**src/rtl/mem_request_initiator.sv**
```systemverilog
// Single-outstanding initiator for the shared memory responder: holds a request on the bus
// until a served pulse arrives after the settle window, or times out, then returns a response.
module mem_request_initiator #(
   parameter int DATA_W  = 256,
   parameter int ADDR_W  = 5,
   parameter int DEPTH   = 8,
   parameter int SETTLE  = 2,
   parameter int TIMEOUT = 15
) (
   input  logic              clk,
   input  logic              rst,
   input  logic              cmd_valid,
   output logic              cmd_ready,
   input  logic              cmd_write,
   input  logic [ADDR_W-1:0] cmd_addr,
   input  logic [DATA_W-1:0] cmd_wdata,
   output logic              rsp_valid,
   input  logic              rsp_ready,
   output logic [DATA_W-1:0] rsp_rdata,
   output logic              rsp_error,
   output logic              mem_enable,
   output logic              mem_write_en,
   output logic              mem_read_en,
   output logic [ADDR_W-1:0] mem_address,
   output logic [DATA_W-1:0] mem_data_in,
   input  logic [DATA_W-1:0] mem_data_out,
   input  logic              mem_served
);

   localparam int CNT_W = $clog2(TIMEOUT + 1);

   localparam logic [1:0] S_IDLE  = 2'd0;
   localparam logic [1:0] S_ISSUE = 2'd1;
   localparam logic [1:0] S_RESP  = 2'd2;

   localparam logic [ADDR_W:0]  DEPTH_L   = (ADDR_W + 1)'(DEPTH);
   localparam logic [CNT_W-1:0] SETTLE_L  = CNT_W'(SETTLE);
   localparam logic [CNT_W-1:0] HOLD_LAST = CNT_W'(TIMEOUT - 1);

   logic [1:0]        state_q, state_d;
   logic [CNT_W-1:0]  hold_q, hold_d;
   logic              wr_q, wr_d;
   logic [ADDR_W-1:0] addr_q, addr_d;
   logic [DATA_W-1:0] wdata_q, wdata_d;
   logic [DATA_W-1:0] rdata_q, rdata_d;
   logic              err_q, err_d;

   logic addr_oor;
   logic served_ok;

   assign addr_oor  = ({1'b0, cmd_addr} >= DEPTH_L);
   // Served pulses inside the settle window belong to the responder's own cadence.
   assign served_ok = mem_served && (hold_q >= SETTLE_L);

   always_comb begin
      state_d = state_q;
      hold_d  = hold_q;
      wr_d    = wr_q;
      addr_d  = addr_q;
      wdata_d = wdata_q;
      rdata_d = rdata_q;
      err_d   = err_q;
      case (state_q)
         S_IDLE: begin
            if (cmd_valid) begin
               if (addr_oor) begin
                  err_d   = 1'b1;
                  rdata_d = '0;
                  state_d = S_RESP;
               end else begin
                  wr_d    = cmd_write;
                  addr_d  = cmd_addr;
                  wdata_d = cmd_wdata;
                  hold_d  = '0;
                  state_d = S_ISSUE;
               end
            end
         end
         S_ISSUE: begin
            if (served_ok) begin
               rdata_d = wr_q ? '0 : mem_data_out;
               err_d   = 1'b0;
               state_d = S_RESP;
            end else if (hold_q == HOLD_LAST) begin
               rdata_d = '0;
               err_d   = 1'b1;
               state_d = S_RESP;
            end else begin
               hold_d = hold_q + 1'b1;
            end
         end
         S_RESP: begin
            if (rsp_ready) begin
               state_d = S_IDLE;
            end
         end
         default: state_d = S_IDLE;
      endcase
   end

   always_ff @(posedge clk or posedge rst) begin
      if (rst) begin
         state_q <= S_IDLE;
         hold_q  <= '0;
         wr_q    <= 1'b0;
         addr_q  <= '0;
         wdata_q <= '0;
         rdata_q <= '0;
         err_q   <= 1'b0;
      end else begin
         state_q <= state_d;
         hold_q  <= hold_d;
         wr_q    <= wr_d;
         addr_q  <= addr_d;
         wdata_q <= wdata_d;
         rdata_q <= rdata_d;
         err_q   <= err_d;
      end
   end

   // Bus outputs are qualified by state so they fall to zero the moment ISSUE ends or reset hits.
   assign cmd_ready    = (state_q == S_IDLE);
   assign mem_enable   = (state_q == S_ISSUE);
   assign mem_write_en = mem_enable &&  wr_q;
   assign mem_read_en  = mem_enable && !wr_q;
   assign mem_address  = mem_enable ? addr_q  : '0;
   assign mem_data_in  = mem_enable ? wdata_q : '0;

   assign rsp_valid = (state_q == S_RESP);
   assign rsp_rdata = rsp_valid ? rdata_q : '0;
   assign rsp_error = rsp_valid && err_q;

endmodule
```
**config.mk**
```make
export PLATFORM = sky130hd
export DESIGN_NAME = mem_request_initiator
export DESIGN_NICKNAME = d
export VERILOG_FILES = /design/src/rtl/mem_request_initiator.sv
export SDC_FILE = /design/constraint.sdc
export NUM_CORES = 1
export LEC_CHECK = 0
export CAP_MARGIN = 20
export CORE_AREA = 2 2 409 411
export CTS_BUF_LIST = sky130_fd_sc_hd__clkbuf_16
export CTS_CLUSTER_DIAMETER = 80
export CTS_CLUSTER_SIZE = 16
export DETAILED_ROUTE_END_ITERATION = 6
export DIE_AREA = 0 0 411 413
export DONT_BUFFER_PORTS = 1
export SKIP_CTS_REPAIR_TIMING = 1
export SYNTH_ARGS = -nofsm -noshare
export SYNTH_HDL_FRONTEND = slang
export SYNTH_SLANG_ARGS = --single-unit
export TNS_END_PERCENT = 50
```
**constraint.sdc**
```tcl
create_clock -name clk -period 46.2 [get_ports clk]
set_clock_uncertainty 0.05 [all_clocks]
set_input_delay 6.93 -clock clk [delete_from_list [all_inputs] [get_ports clk]]
set_output_delay 6.93 -clock clk [all_outputs]
set_load 0.01 [all_outputs]
```
==> impl_metrics.env <==
export IMPL_outcome="finished clean"
export IMPL_min_to="addr_q[3]"
export IMPL_rsz0062_at_grt="no"
export IMPL_synth_seq_cells=525
export IMPL_arrival_ps=11240
export IMPL_dieArea_sq_mm=0.170
export IMPL_mostFrequentLayoutCells="dfrtp_1, and2_1, mux2_2"
export IMPL_dr_pass1_iters=5
export IMPL_min_path_cells=1
export IMPL_ys_async_sr_fraction=1.00
export IMPL_setup_violations=0
export IMPL_r2r_end="rdata_q[99]"
export IMPL_cp_top_family="buffers and inverters"
export IMPL_fmax_ghz=0.0936
export IMPL_fp_dieW_microns=411
export IMPL_p_total_mw=1.47
export IMPL_slowest_delay_ps=920
export IMPL_drv_cap=0
export IMPL_r2r_start="hold_q[0]"
export IMPL_ys_seq_area_frac=0.580
export IMPL_numClockSinks=525
export IMPL_worstHoldPathType="reg2reg"
export IMPL_drive_above_1_share=0.217
export IMPL_hpwl_microns=82700
export IMPL_ys_warn_count=0
export IMPL_clk_pin_slew_ps=70
export IMPL_fin_cells=3937
export IMPL_mostFrequentLayoutCell="dfrtp_1"
export IMPL_min_from="addr_q[3]"
export IMPL_root_buffer="clkbuf_16"
export IMPL_start_util=0.137
export IMPL_cts_tree="built"
export IMPL_powerDensity_mw_per_mm2=55.5
export IMPL_ys_flop_type="dfrtp_1"
export IMPL_antenna_found_initial=88
export IMPL_timing_hold_ws_ps=430
export IMPL_fillers=18337
export IMPL_clock_latency_ps=670
export IMPL_drc_errors=0
export IMPL_synth_cell_type_count=30
export IMPL_postLayoutCoreUtil=0.160
export IMPL_cp_slowest_cell="o21ai_1"
export IMPL_core_area_sq_mm=0.166
export IMPL_postRouteAntennaNets=0
export IMPL_ir_drop_uv=31.0
export IMPL_tightest_slew_ps=1230
export IMPL_synth_avg_cell_area_sq_um=13.0
export IMPL_drtIter0Drc=959
export IMPL_period_share=0.231
export IMPL_p_leak_nw=11.4
export IMPL_cts_path_max_buffers=3
export IMPL_grt_pass1_vias=13609
export IMPL_overflow=0
export IMPL_hold_viol_final=0
export IMPL_cp_startpoint="cmd_addr[4]"
export IMPL_critical_path_class="in2reg"
export IMPL_gp_congestion=0.863
export IMPL_crit_fanout=74
export IMPL_relSlewSlack=0.176
export IMPL_areaGrowthSynthToFinish_pct=17.1
export IMPL_place_inst=3828
export IMPL_period_minus_slack_ps=10680
export IMPL_htreeDepth=2
export IMPL_reg2regPathDepth=9
export IMPL_slew_viol_final=0
export IMPL_ff2ff_setup_slack_ps=41780
export IMPL_grt_pass1_wl_microns=132000
export IMPL_ioPinCount=1046
export IMPL_vias_per_cell=3.65
export IMPL_path_common_cell="buf_4"
export IMPL_synth_edf_count=0
export IMPL_port_buffers=0
export IMPL_path_cells="o21ai_1 > or2_1 > a21o_4 > buf_4 > buf_4 > buf_4 > a22o_1"
export IMPL_drt_total_wl_microns=104000
export IMPL_nNetsFinal=2203
export IMPL_num_rows=150
export IMPL_crit_required_ps=46760
export IMPL_synth_fp_nets=2274
export IMPL_routedWlPerCell_microns=26.4
export IMPL_netlist_instances=1749
export IMPL_grt_start_max_net_pins=163
export IMPL_critical_path_depth=7
export IMPL_via_count=14389
export IMPL_critPathLaunchType="primary input"
export IMPL_cp_num_buf_inv=3
export IMPL_grt_use_total=0.114
export IMPL_syn_area_sq_mm=0.0227
export IMPL_die_y_microns=413
export IMPL_tns_ps=0
export IMPL_cp_end_kind="flop"
export IMPL_cts_buffers=52
[cell families after synthesis]
logic type / Yosys count / synth area share
simple gates: 536 / 0.147
compound gates: 272 / 0.104
mux: 264 / 0.131
buf+inv: 150 / 0.0368
flops: 525 / 0.580
fa+ha+maj: 2 / 0.00110
[flip-flops by register name, indices dropped and copies added (netlist names)]
register and cells:
rdata_q 256, wdata_q 256, addr_q 5, hold_q 4, state_q 2, err_q 1, wr_q 1
[cell type report]
class | count | area [sq um] | share of cell area
Antenna cell | 26 | 65.1 | 0.00245
Clock buffer | 52 | 1300 | 0.0490
Inverter | 4 | 30.0 | 0.00113
Clock inverter | 31 | 374 | 0.0141
Tap cell | 2204 | 2760 | 0.104
Timing Repair Buffer | 21 | 158 | 0.00594
Multi-Input combinational cell | 1074 | 8730 | 0.329
Sequential cell | 525 | 13100 | 0.495
[through the flow]
step / area (sq um) / worst slack (ps)
6_report: 26500 / 35520
3_5_place_dp: 24800 / 35050
4_1_cts: 26500 / 35610
2_1_floorplan: 22700 / 24550
3_3_place_gp: 24800 / 35120
5_1_grt: 26500 / 35430
[Yosys cell counts (2+ instances only)]
cell / number / area share
dfrtp_1: 525 / 0.58
and2_1: 521 / 0.14
mux2_2: 261 / 0.13
a22o_1: 257 / 0.099
clkbuf_1: 62 / 0.010
buf_2: 57 / 0.013
buf_6: 26 / 0.013
inv_1: 4 / 0.00066
nor2_1: 4 / 0.00066
mux2i_1: 3 / 0.0013
nand2_1: 3 / 0.00050
o21ai_0: 3 / 0.00066
a21o_1: 2 / 0.00066
a21oi_1: 2 / 0.00044
ha_1: 2 / 0.0011
nand3_1: 2 / 0.00044
o21a_1: 2 / 0.00066
[worst reg2reg max path, cell delays in order, from the launching register on]
cell and delay (ps):
dfrtp_1 430, inv_1 70, ha_1 230, o31a_1 280, o211ai_2 160, a21o_4 530
buf_4 750, buf_4 720, buf_4 820, a22o_1 350
[report_power, final]
group	internal (mW)	total, mW	switching, mW
sequential	0.609	0.695	0.0856
combinational	0.146	0.343	0.197
clock	0.220	0.436	0.217
total	0.975	1.47	0.499
[layer usage]
metal / global-route usage / part of all wire / up-vias
met5: 0 / 0.0043 / -
met4: 0.0385 / 0.035 / 72
met3: 0.0569 / 0.12 / 199
met2: 0.181 / 0.47 / 777
met1: 0.133 / 0.37 / 7429
li1: - / - / 5912
[worst max-delay path by stage]
stage / end / slack, ps
after floorplan: addr_q[0] / 24550
after global placement: rdata_q[93] / 35120
after detailed placement: rdata_q[99] / 35050
after CTS: rsp_rdata[9] / 35610
after global routing: mem_address[1] / 35430
final: rdata_q[99] / 35520
Power figures use the tool's default switching activity.
